**config.mk**
```make
export PLATFORM = sky130hd
export DESIGN_NAME = clk_div_ctrl
export DESIGN_NICKNAME = d
export VERILOG_FILES = /design/src/rtl/clk_div_pkg.sv /design/src/rtl/clk_div_core.sv /design/src/rtl/clk_div_ctrl.sv
export SDC_FILE = /design/constraint.sdc
export NUM_CORES = 1
export LEC_CHECK = 0
export ABC_AREA = 1
export BUFFER_PORTS_ARGS = -buffer_cell sky130_fd_sc_hd__buf_2
export CELL_PAD_IN_SITES_DETAIL_PLACEMENT = 0
export CELL_PAD_IN_SITES_GLOBAL_PLACEMENT = 2
export CORE_MARGIN = 4
export CORE_UTILIZATION = 34
export DETAILED_ROUTE_END_ITERATION = 10
export PLACE_DENSITY_LB_ADDON = 0.1
export REMOVE_ABC_BUFFERS = 1
export SLEW_MARGIN = 15
export SYNTH_ARGS = -nofsm -noshare
export SYNTH_HDL_FRONTEND = slang
export SYNTH_SLANG_ARGS = --single-unit
export TNS_END_PERCENT = 5
```
**constraint.sdc**
```tcl
create_clock -name clk -period 5.1 [get_ports clk]
set_input_delay 1.02 -clock clk [delete_from_list [all_inputs] [get_ports clk]]
set_output_delay 1.02 -clock clk [all_outputs]
set_load 0.03 [all_outputs]
```
**src/rtl/clk_div_pkg.sv**
```systemverilog
//==== clk_div_pkg -- shared states and helpers for the clock divider (rev 1.0) ====
`default_nettype none

package clk_div_pkg;

   typedef logic [1:0] state_t;

   localparam state_t ST_IDLE   = 2'd0;
   localparam state_t ST_RUN    = 2'd1;
   localparam state_t ST_SWITCH = 2'd2;
   localparam state_t ST_STOP   = 2'd3;

   localparam int unsigned MIN_DIV  = 2;
   localparam int unsigned DIV_FN_W = 32;

   // Number of source cycles the posedge half-register stays high: N - floor(N/2)
   function automatic logic [DIV_FN_W-1:0] hi_thresh(input logic [DIV_FN_W-1:0] n);
      return n - (n >> 1);
   endfunction

endpackage

`default_nettype wire

```
**src/rtl/clk_div_core.sv**
```systemverilog
//==== clk_div_core -- period counter, 50% duty shaping and tick (rev 1.0) ====
`default_nettype none

module clk_div_core
   import clk_div_pkg::*;
#(
   parameter int CNT_W       = 8,
   parameter int DEFAULT_DIV = 3
) (
   input  logic             clk,
   input  logic             reset,
   input  logic             run,
   input  logic             load,
   input  logic [CNT_W-1:0] div_in,
   output logic             wrap,
   output logic             clk_out,
   output logic             tick,
   output logic [CNT_W-1:0] cur_div
);

   logic [CNT_W-1:0] cnt_q, cnt_d;
   logic [CNT_W-1:0] cur_div_q, cur_div_d;
   logic             run_q, run_d;
   logic             hi_pos_q, hi_pos_d;
   logic             hi_neg_q, hi_neg_d;
   logic             tick_q, tick_d;

   // run is the next-cycle activity, so hi_pos and tick line up with cnt==0
   always_comb begin
      cur_div_d = load ? div_in : cur_div_q;
      run_d     = run;
      wrap      = run_q && (cnt_q == cur_div_q - CNT_W'(1));
      if (!run || !run_q || wrap) begin
         cnt_d = '0;
      end else begin
         cnt_d = cnt_q + CNT_W'(1);
      end
      hi_pos_d = run && (DIV_FN_W'(cnt_d) < hi_thresh(DIV_FN_W'(cur_div_d)));
      tick_d   = run && (cnt_d == '0);
      hi_neg_d = hi_pos_q;
   end

   always_ff @(posedge clk or posedge reset) begin
      if (reset) begin
         cnt_q     <= '0;
         cur_div_q <= CNT_W'(DEFAULT_DIV);
         run_q     <= 1'b0;
         hi_pos_q  <= 1'b0;
         tick_q    <= 1'b0;
      end else begin
         cnt_q     <= cnt_d;
         cur_div_q <= cur_div_d;
         run_q     <= run_d;
         hi_pos_q  <= hi_pos_d;
         tick_q    <= tick_d;
      end
   end

   // Half-cycle delayed copy; ANDed in for odd divisors to centre the duty cycle
   always_ff @(negedge clk or posedge reset) begin
      if (reset) begin
         hi_neg_q <= 1'b0;
      end else begin
         hi_neg_q <= hi_neg_d;
      end
   end

   assign clk_out = cur_div_q[0] ? (hi_pos_q & hi_neg_q) : hi_pos_q;
   assign tick    = tick_q;
   assign cur_div = cur_div_q;

endmodule

`default_nettype wire

```
**src/rtl/clk_div_ctrl.sv**
```systemverilog
//==== clk_div_ctrl -- divisor handshake, enable FSM and boundary-aligned switching (rev 1.0) ====
`default_nettype none

module clk_div_ctrl
   import clk_div_pkg::*;
#(
   parameter int CNT_W       = 8,
   parameter int DEFAULT_DIV = 3
) (
   input  logic             clk,
   input  logic             reset,
   input  logic             enable,
   input  logic             cfg_valid,
   input  logic [CNT_W-1:0] cfg_div,
   output logic             cfg_ready,
   output logic             cfg_err,
   output logic             clk_out,
   output logic             tick,
   output logic             busy,
   output logic [CNT_W-1:0] cur_div
);

   state_t           state_q, state_d;
   logic [CNT_W-1:0] pend_div_q, pend_div_d;
   logic             cfg_err_q, cfg_err_d;

   logic             xfer;
   logic             bad_div;
   logic             good_xfer;
   logic             core_run;
   logic             core_load;
   logic [CNT_W-1:0] core_div_in;
   logic             core_wrap;

   assign cfg_ready = (state_q == ST_IDLE) || (state_q == ST_RUN);
   assign xfer      = cfg_valid && cfg_ready;
   assign bad_div   = xfer && (cfg_div < CNT_W'(MIN_DIV));
   assign good_xfer = xfer && !bad_div;

   always_comb begin
      state_d     = state_q;
      pend_div_d  = pend_div_q;
      cfg_err_d   = bad_div;
      core_load   = 1'b0;
      core_div_in = (state_q == ST_IDLE) ? cfg_div : pend_div_q;
      case (state_q)
         ST_IDLE: begin
            core_load = good_xfer;
            if (enable) begin
               state_d = ST_RUN;
            end
         end
         ST_RUN: begin
            if (good_xfer) begin
               pend_div_d = cfg_div;
               state_d    = ST_SWITCH;
            end else if (!enable) begin
               state_d = core_wrap ? ST_IDLE : ST_STOP;
            end
         end
         ST_SWITCH: begin
            // The old period finishes first; the stored divisor takes over at its wrap
            if (core_wrap) begin
               core_load = 1'b1;
               state_d   = enable ? ST_RUN : ST_IDLE;
            end
         end
         ST_STOP: begin
            if (enable) begin
               state_d = ST_RUN;
            end else if (core_wrap) begin
               state_d = ST_IDLE;
            end
         end
         default: begin
            state_d = ST_IDLE;
         end
      endcase
      core_run = (state_d != ST_IDLE);
   end

   always_ff @(posedge clk or posedge reset) begin
      if (reset) begin
         state_q    <= ST_IDLE;
         pend_div_q <= '0;
         cfg_err_q  <= 1'b0;
      end else begin
         state_q    <= state_d;
         pend_div_q <= pend_div_d;
         cfg_err_q  <= cfg_err_d;
      end
   end

   assign busy    = (state_q != ST_IDLE);
   assign cfg_err = cfg_err_q;

   clk_div_core #(
      .CNT_W       (CNT_W),
      .DEFAULT_DIV (DEFAULT_DIV)
   ) u_core (
      .clk     (clk),
      .reset   (reset),
      .run     (core_run),
      .load    (core_load),
      .div_in  (core_div_in),
      .wrap    (core_wrap),
      .clk_out (clk_out),
      .tick    (tick),
      .cur_div (cur_div)
   );

endmodule

`default_nettype wire

```
### Yosys cells after proc, flatten, opt, wreduce, memory -nomap -nowiden

Cells that the tools add are included.
Widths: inputs -> output; s select.

| storage, ports and cells | value |
|---|---|
| bits in registers | 31 |
| bits of input ports | 12 |

| operators by class | value |
|---|---|
| add/subtract/negate cells | 3 |
| order comparisons | 2 |
| eq/ne operators | 4 |
| muxes and demuxes | 15 |
| bitwise gates (word level) | 1 |
| reductions and logical operators | 17 |

Operator list:

| kind | count |
|---|---|
| $lt 8x32->1 | 1 |
| $mux 8 | 3 |
| $mux 2 | 7 |
| $sub 8x7->9 | 1 |
| $add 8x1->8 const B | 1 |
| $eq 8x8->1 | 1 |
| $logic_not 8->1 | 1 |
| $lt 8x2->1 const B | 1 |
| $pmux 2 s4 | 1 |
| $sub 8x1->8 const B | 1 |
| $logic_and 1x1->1 | 6 |
| $eq 2x2->1 const B | 2 |
| $reduce_bool 2->1 | 2 |
| $logic_not 1->1 | 3 |
| $logic_or 1x1->1 | 3 |
| $mux 1 | 3 |
| $eq 2x1->1 const B | 1 |
| $logic_not 2->1 | 1 |
| $pmux 1 s2 | 1 |
| $reduce_and 2->1 | 1 |
| $and 1x1->1 | 1 |

### Logic depth before layout (Yosys ltp)

Gate-level depths: netlist of the first run.

| logic depth | value |
|---|---|
| depth after elaboration | 15 |
| gate-level depth with buffers | 30 |
| gate-level depth less buffers | 29 |

### Hierarchy

A second synthesis of the first run with hierarchy kept.

| unflattened totals | value |
|---|---|
| cells, all modules | 317 |
| area, all modules | 2296.0 um^2 |

Modules (own cells, without submodules):

| module | instances | cells each | area an instance (um^2) |
|---|---|---|---|
| clk_div_core | 1 | 227 | 1604.0 |
| clk_div_ctrl | 1 | 90 | 691.9 |

==> results of run 1 <==
-- cell families after synthesis --
| kind of cell | count (synthesis) | synth area share |
|---|---|---|
| xor gates and xnor gates | 10 | 0.04165 |
| adders and majority gates | 18 | 0.1019 |
| DFF | 31 | 0.3408 |
| and+or+nand+nor | 152 | 0.2964 |
| buffers and inverters | 57 | 0.09863 |
| AOI/OAI and AO/OA | 46 | 0.1206 |
-- cell type report --
class	count	area share
tap	77	0.03691
clock inverter	2	0.01342
clock buffer	6	0.03164
multi-input combinational	226	0.4904
timing repair buffer	26	0.05177
sequential	31	0.2982
inverter	54	0.07766
-- synthesized netlist by cell type --
cell type / n / area [µm²]
o21bai_1: 1 / 7.510
dfstp_2: 2 / 52.55
a21boi_0: 1 / 7.510
nor2_1: 24 / 90.09
o22ai_1: 1 / 6.260
o21ai_1: 4 / 20.02
nand3b_2: 1 / 11.26
a21oi_1: 7 / 35.03
o21ai_0: 19 / 95.09
nand3_1: 17 / 85.08
clkbuf_1: 2 / 7.510
o211ai_1: 4 / 30.03
nor2_4: 1 / 11.26
inv_2: 6 / 22.52
inv_1: 47 / 176.4
nor2_2: 8 / 50.05
buf_8: 1 / 15.01
xor2_2: 1 / 16.27
clkinv_1: 1 / 3.750
nand3_2: 1 / 10.01
and3_1: 1 / 6.260
dfrtp_1: 28 / 700.7
o21a_1: 1 / 7.510
dfrtn_1: 1 / 25.02
or2_0: 1 / 6.260
ha_1: 17 / 212.7
nand2_2: 6 / 37.54
xor2_1: 8 / 70.07
nand4_1: 3 / 18.77
nor3_1: 7 / 35.03
nand2_4: 1 / 11.26
xnor2_1: 1 / 8.760
a211oi_1: 2 / 15.01
o21ai_2: 5 / 43.79
fa_1: 1 / 20.02
a21o_1: 1 / 7.510
nand2_1: 81 / 304.0
-- per-stage QoR --
stage / setup slack (ps) / hold slack [ps]
global placement: 639.1 / 468.4
CTS: 488.2 / 493.0
floorplan: 878.5 / 449.5
global route: 194.9 / 522.9
detailed placement: 652.6 / 472.7
finish: 510.2 / 493.4
-- power by group through the flow --
stage	clock network (mW)	logic, mW	registers (mW)
after global routing	0.280	1.44	0.474
final	0.262	1.23	0.458
after CTS	0.270	1.25	0.458
after floorplan	0	0.895	0.495
after global placement	0	1.25	0.463
after detailed placement	0	1.24	0.463
-- worst paths after layout --
path,to
max,clk_out
min,pend_div_q[4]$_DFFE_PP0P_
max reg2reg,u_core.hi_neg_d$_DFF_PP0_
min reg2reg,pend_div_q[4]$_DFFE_PP0P_
max in group asynchronous,u_core.hi_neg_q$_DFF_NP0_
min in group asynchronous,state_q[1]$_DFF_PP0_
-- layout by cell type, fill, tap and decap left out, types with 2 or more instances in the layout --
master and count:
a211oi_1 2, a21oi_1 7, buf_2 24, buf_4 2, clkbuf_8 6, dfrtp_1 28, dfstp_2 2, ha_1 17
inv_1 47, inv_2 6, nand2_1 81, nand2_2 6, nand3_1 17, nand4_1 3, nor2_1 24, nor2_2 8
nor3_1 7, o211ai_1 4, o21ai_0 19, o21ai_1 4, o21ai_2 5, xor2_1 8
-- layer usage --
metal  part of all wire  GRT usage  routed length, µm  vias to the layer above
li1                   -          -                  -                     1055
met1               0.50     0.2027               2881                      902
met2               0.46     0.2487               2642                       17
met3              0.026    0.03005                148                        5
met4             0.0077    0.03827                 44                        0
met5                  0          0                  0                        -
-- sequential cells by signal, indices dropped and copies added (netlist names), named ones only --
signal	flops
u_core.hi_neg_q	1
cfg_err	1
u_core.cnt_q	8
u_core.hi_neg_d	1
state_q	2
u_core.tick	1
u_core.cur_div	7
pend_div_q	8
u_core.run_q	1
-- critical path, stage by stage, from the launching register on --
cell and delay, ps:
dfrtn_1 380, o21a_1 150, buf_2 200
==> metrics.csv, run 1 <==
stage,metric,value,unit
outcome,status,"complete, no violations",
power,pwr-share-clk,0.135,
placement,postPlaceCellArea,2492,µm²
detailed_routing,first_pass_iters,4,
cts,cts_max_path_buffers,2,
finish,antenna_cells,0,
sta,tightest_slew,592.3,ps
power,powerDensity,745.4,nW/µm²
sta,tns,0,ps
critical_path,critical_path_class,reg -> out,
critical_path,rr_worst_depth,27,
global_routing,antenna_found_initial,0,
detailed_routing,antenna_left,0,
detailed_routing,wl,5717,µm
flow_run,maxCapViolCount,0,
sta,skew,8.338,ps
cts,cts_inserted_buffers,5,
detailed_routing,vias,1979,
power,vdd_drop_max,0.3958,mV
global_routing,grt_pass1_vias,1940,
cts,cts-hold-fix-buffers,0,
floorplan,die_h,89.95,µm
hold_path,hp-start,pend_div_q[4]$_DFFE_PP0P_,
global_routing,grt_pass1_wl,9756,µm
critical_path,arrival,3570,ps
global_routing,grt_max_degree,31,
cts,clock_latency,290,ps
yosys,synth-seq-cells,31,
yosys,seq_area_frac_synth,0.3408,
floorplan,coreArea,6422,µm²
detailed_routing,initialDrtViolationCount,45,
critical_path,required,4080,ps
floorplan,pin_count,25,
power,total_power,1.945,mW
sta,slew_viol_final,0,
finish,final_cells,422,
cts,cts_setup_buffers,0,
floorplan,die_area,8091,µm²
detailed_routing,post_drt_wl_per_cell,13.55,µm
finish,drive_gt1_frac,0.1913,
global_routing,overflow,0,
finish,fillers,695,
placement,port_buffers,24,
yosys,syn-mean-instance-area,7.272,µm²
finish,fin_util,0.4064,
power,p_sw_frac,0.5142,
placement,hpwlAfterDp,4653,µm
hold_path,worstHoldPathType,reg -> reg,
cts,path_clk_slew,80,ps
critical_path,cp-start-kind,flip-flop,
sta,rsz0062_at_grt,no,
floorplan,start_util,0.3555,
finish,nets,374,
power,p_sw,1.000,mW
finish,design_area,2610,µm²
floorplan,num_rows,29,
yosys,synthDistinctLibCells,37,
power,p_comb_frac,0.630,
floorplan,chipWidth,89.95,µm
power,seq_power_share,0.235,
yosys,yosys_warnings,0,
sta,setup_viol,0,
power,p_leak,1.388,nW
sta,hold_violations,0,
global_routing,grtUsageTotal,0.1508,
critical_path,crit_start,u_core.hi_neg_q$_DFF_NP0_,
cts,clock-root-buffer,clkbuf_8,
placement,place_congestion,0.8149,
finish,multi_input_area,1280,µm²
detailed_routing,drcViolationCount,0,
critical_path,end_kind,output pin,
cts,cts.sinks,31,
cts,cts_tree,built,
critical_path,worstPathMaxFanout,1,
critical_path,rrSetupSlack,730,ps
yosys,netlist_area,2283,µm²
finish,seqCellArea,778.2,µm²
detailed_routing,viasPerCell,4.690,
yosys,synth_cells,314,
cts,cts_resized,0,
finish,area_delta_synth_final,14.30,%
critical_path,regToRegStartpoint,u_core.cur_div[0]$_DFF_PP1_,
hold_path,whs_path_depth,2,
placement,dp.cells,414,
sta,slew_headroom,0.6010,
cts,cts_max_level,2,
power,internal_power,0.9451,mW
Power figures use the tool's default switching activity.
==> run 2, diff against run 1 <==
--- a/config.mk
+++ b/config.mk
@@ -6,12 +6,12 @@
 export NUM_CORES = 1
 export LEC_CHECK = 0
 export ABC_AREA = 1
-export BUFFER_PORTS_ARGS = -buffer_cell sky130_fd_sc_hd__buf_2
 export CELL_PAD_IN_SITES_DETAIL_PLACEMENT = 0
 export CELL_PAD_IN_SITES_GLOBAL_PLACEMENT = 2
 export CORE_MARGIN = 4
-export CORE_UTILIZATION = 34
+export CORE_UTILIZATION = 36
 export DETAILED_ROUTE_END_ITERATION = 10
+export DONT_BUFFER_PORTS = 1
 export PLACE_DENSITY_LB_ADDON = 0.1
 export REMOVE_ABC_BUFFERS = 1
 export SLEW_MARGIN = 15
==> run 2 against run 1 <==
Compared with the run above: clock power fell by 27%; count of clock-buffer cells in the layout did not move; final cell count fell by 6.2%; via count fell by 3.4%; combinational power fell by 11%; critical endpoint unchanged; non-clock buffer count fell by 24; cell area fell by 5.9%; highest routed layer unchanged.
==> metrics.csv, run 2 (synthesized netlist as in run 1, its figures left out) <==
stage,metric,value,unit,change
critical_path,cpPeakStageDelay,390,ps,was 380 ps
detailed_routing,initialDrtViolationCount,63,,was 45
finish,drive_gt1_frac,0.1277,,was 0.1913
critical_path,path_delay_family,flip-flops,,unchanged
placement,postPlaceCellArea,2370,µm²,was 2492 µm²
global_routing,grt_pass1_wl,9273,µm,was 9756 µm
finish,layout_commonest_cell,nand2_1,,unchanged
sta,tns,0,ps,unchanged
floorplan,die_h,87.64,µm,was 89.95 µm
global_routing,met3_usage,0.03857,,was 0.03005
sta,period_share,0.8951,,
cts,path_clk_slew,70,ps,was 80 ps
critical_path,cpMaxStageDelayCell,dfrtn_1,,unchanged
finish,design_area,2455,µm²,was 2610 µm²
detailed_routing,viasPerCell,4.828,,was 4.690
global_routing,antenna_found_initial,0,,unchanged
power,vdd_drop_max,0.3620,mV,was 0.3958 mV
floorplan,pin_count,25,,unchanged
placement,port_buffers,0,,was 24
global_routing,grt_use_met2,0.2555,,was 0.2487
placement,place_congestion,0.7884,,was 0.8149
sta,rsz0062_at_grt,no,,unchanged
global_routing,grt_max_degree,31,,unchanged
sta,layout_min_cycle_time,4565,ps,
global_routing,grtUsageTotal,0.1559,,was 0.1508
cts,cts.sinks,31,,unchanged
cts,clock-root-buffer,clkbuf_8,,unchanged
global_routing,grt_pass1_vias,2005,,was 1940
finish,antenna_cells,0,,unchanged
placement,dp_slack,572.7,ps,was 652.6 ps
flow_run,maxCapViolCount,0,,unchanged
critical_path,crit_buf_inv,0,,was 1
hold_path,worstHoldPathType,reg -> reg,,unchanged
power,powerDensity,741.2,nW/µm²,was 745.4 nW/µm²
floorplan,num_rows,28,,was 29
detailed_routing,post_drt_wl_per_cell,13.59,µm,was 13.55 µm
hold_path,whs_path_depth,2,,unchanged
detailed_routing,drcViolationCount,0,,unchanged
critical_path,cp-start-kind,flip-flop,,unchanged
critical_path,worstPathMaxFanout,1,,unchanged
critical_path,cp_cell_sequence,o21a_1,,was o21a_1 > buf_2
detailed_routing,vias,1912,,was 1979
cts,cts_inserted_buffers,5,,unchanged
sta,fmax,0.2202,GHz,
sta,tightest_slew,605.3,ps,was 592.3 ps
detailed_routing,first_pass_iters,4,,unchanged
placement,hpwlAfterDp,4440,µm,was 4653 µm
critical_path,critical_path_class,reg -> out,,unchanged
hold_path,min_to,pend_div_q[4]$_DFFE_PP0P_,,unchanged
finish,area_delta_synth_final,7.507,%,was 14.30%
sta,slew_headroom,0.5922,,was 0.6010
cts,cts_max_level,2,,unchanged
critical_path,arrival,3550,ps,was 3570 ps
cts,cts_tree,built,,unchanged
outcome,status,"complete, no violations",,unchanged
cts,clock_latency,290,ps,about the same
finish,nets,350,,was 374
global_routing,met1_usage,0.2028,,was 0.2027
hold_path,hp-start,pend_div_q[4]$_DFFE_PP0P_,,unchanged
detailed_routing,wl,5381,µm,was 5717 µm
finish,final_cell_mix,"nand2_1, inv_1, dfrtp_1, nor2_1, o21ai_0",,"was nand2_1, inv_1, dfrtp_1, nor2_1, buf_2"
cts,cts_setup_buffers,0,,unchanged
sta,skew,15.92,ps,was 8.338 ps
sta,slew_viol_final,0,,unchanged
global_routing,overflow,0,,unchanged
critical_path,crit_cells,1,,was 2
floorplan,die_area,7681,µm²,was 8091 µm²
critical_path,worstReg2RegEnd,u_core.hi_neg_d$_DFF_PP0_,,unchanged
critical_path,rr_worst_depth,29,,was 27
critical_path,rrSetupSlack,560,ps,was 730 ps
sta,timing.final.ws_setup,534.8,ps,was 510.2 ps
detailed_routing,antenna_left,0,,unchanged
critical_path,regToRegStartpoint,u_core.cur_div[0]$_DFF_PP1_,,unchanged
critical_path,end_kind,output pin,,unchanged
sta,hold_violations,0,,unchanged
power,p_leak,1.276,nW,was 1.388 nW
cts,cts-hold-fix-buffers,0,,unchanged
critical_path,required,4080,ps,about the same
global_routing,grt.busiest_layer,met2,,unchanged
floorplan,coreArea,6026,µm²,was 6422 µm²
floorplan,start_util,0.3789,,was 0.3555
floorplan,chipWidth,87.64,µm,was 89.95 µm
cts,cts_max_path_buffers,2,,unchanged
cts,cts_resized,0,,unchanged
sta,setup_viol,0,,unchanged
==> run 2: cell count changes in the layout (fill, tap and decap cells not counted), sizes merged <==
cell	delta
clkinvlp	+1
buf	-24
bufinv	-1
==> run 2: worst max-delay path by stage <==
| stage | start | end | slack, ps |
|---|---|---|---|
| floorplan | u_core.hi_neg_q$_DFF_NP0_ | clk_out | 880 |
| global placement | u_core.cur_div[0]$_DFF_PP1_ | u_core.hi_neg_d$_DFF_PP0_ | 680 |
| detailed placement | u_core.cur_div[0]$_DFF_PP1_ | u_core.hi_neg_d$_DFF_PP0_ | 570 |
| CTS | u_core.hi_neg_q$_DFF_NP0_ | clk_out | 520 |
| global route | u_core.cur_div[0]$_DFF_PP1_ | u_core.hi_neg_d$_DFF_PP0_ | 160 |
| finish | u_core.hi_neg_q$_DFF_NP0_ | clk_out | 530 |
==> run 2: routing by layer <==
| layer | part of all wire | wire length [µm] |
|---|---|---|
| met5 | 0 | 0 |
| met4 | 0.014 | 73 |
| met3 | 0.040 | 215 |
| met2 | 0.46 | 2488 |
| met1 | 0.48 | 2603 |
==> run 2: final cells by class <==
type	instances	area [µm²]
flip-flops and latches	31	778.2
clock buffers	6	72.57
inverters	54	202.7
multi-input cells	226	1280
well taps	75	93.84
clock inverters	2	12.51
repair buffers	2	15.01
fillers	653	3571
==> run 2: where the power goes <==
group          total (mW)  switching, mW  internal (mW)
clock network       0.190         0.0947         0.0953
logic                1.10          0.692          0.408
registers           0.530          0.183          0.347
==> run 2: tightest hold or removal path, cell delays in order (launching register included) <==
cell     delay (ps)
dfrtp_1         350
nand2_1          50
nand2_1          60
==> run 2: stage by stage <==
stage | total power, mW | hold slack, ps | util | cells
after floorplan | 1.389 | 449.5 | - | 311
after global placement | 1.656 | 469.7 | 0.3933 | 388
after detailed placement | 1.647 | 472.8 | 0.3933 | 388
after CTS | 1.850 | 491.0 | 0.4074 | 396
after global routing | 2.061 | 520.2 | 0.4074 | 396
final | 1.819 | 487.7 | 0.4074 | 396
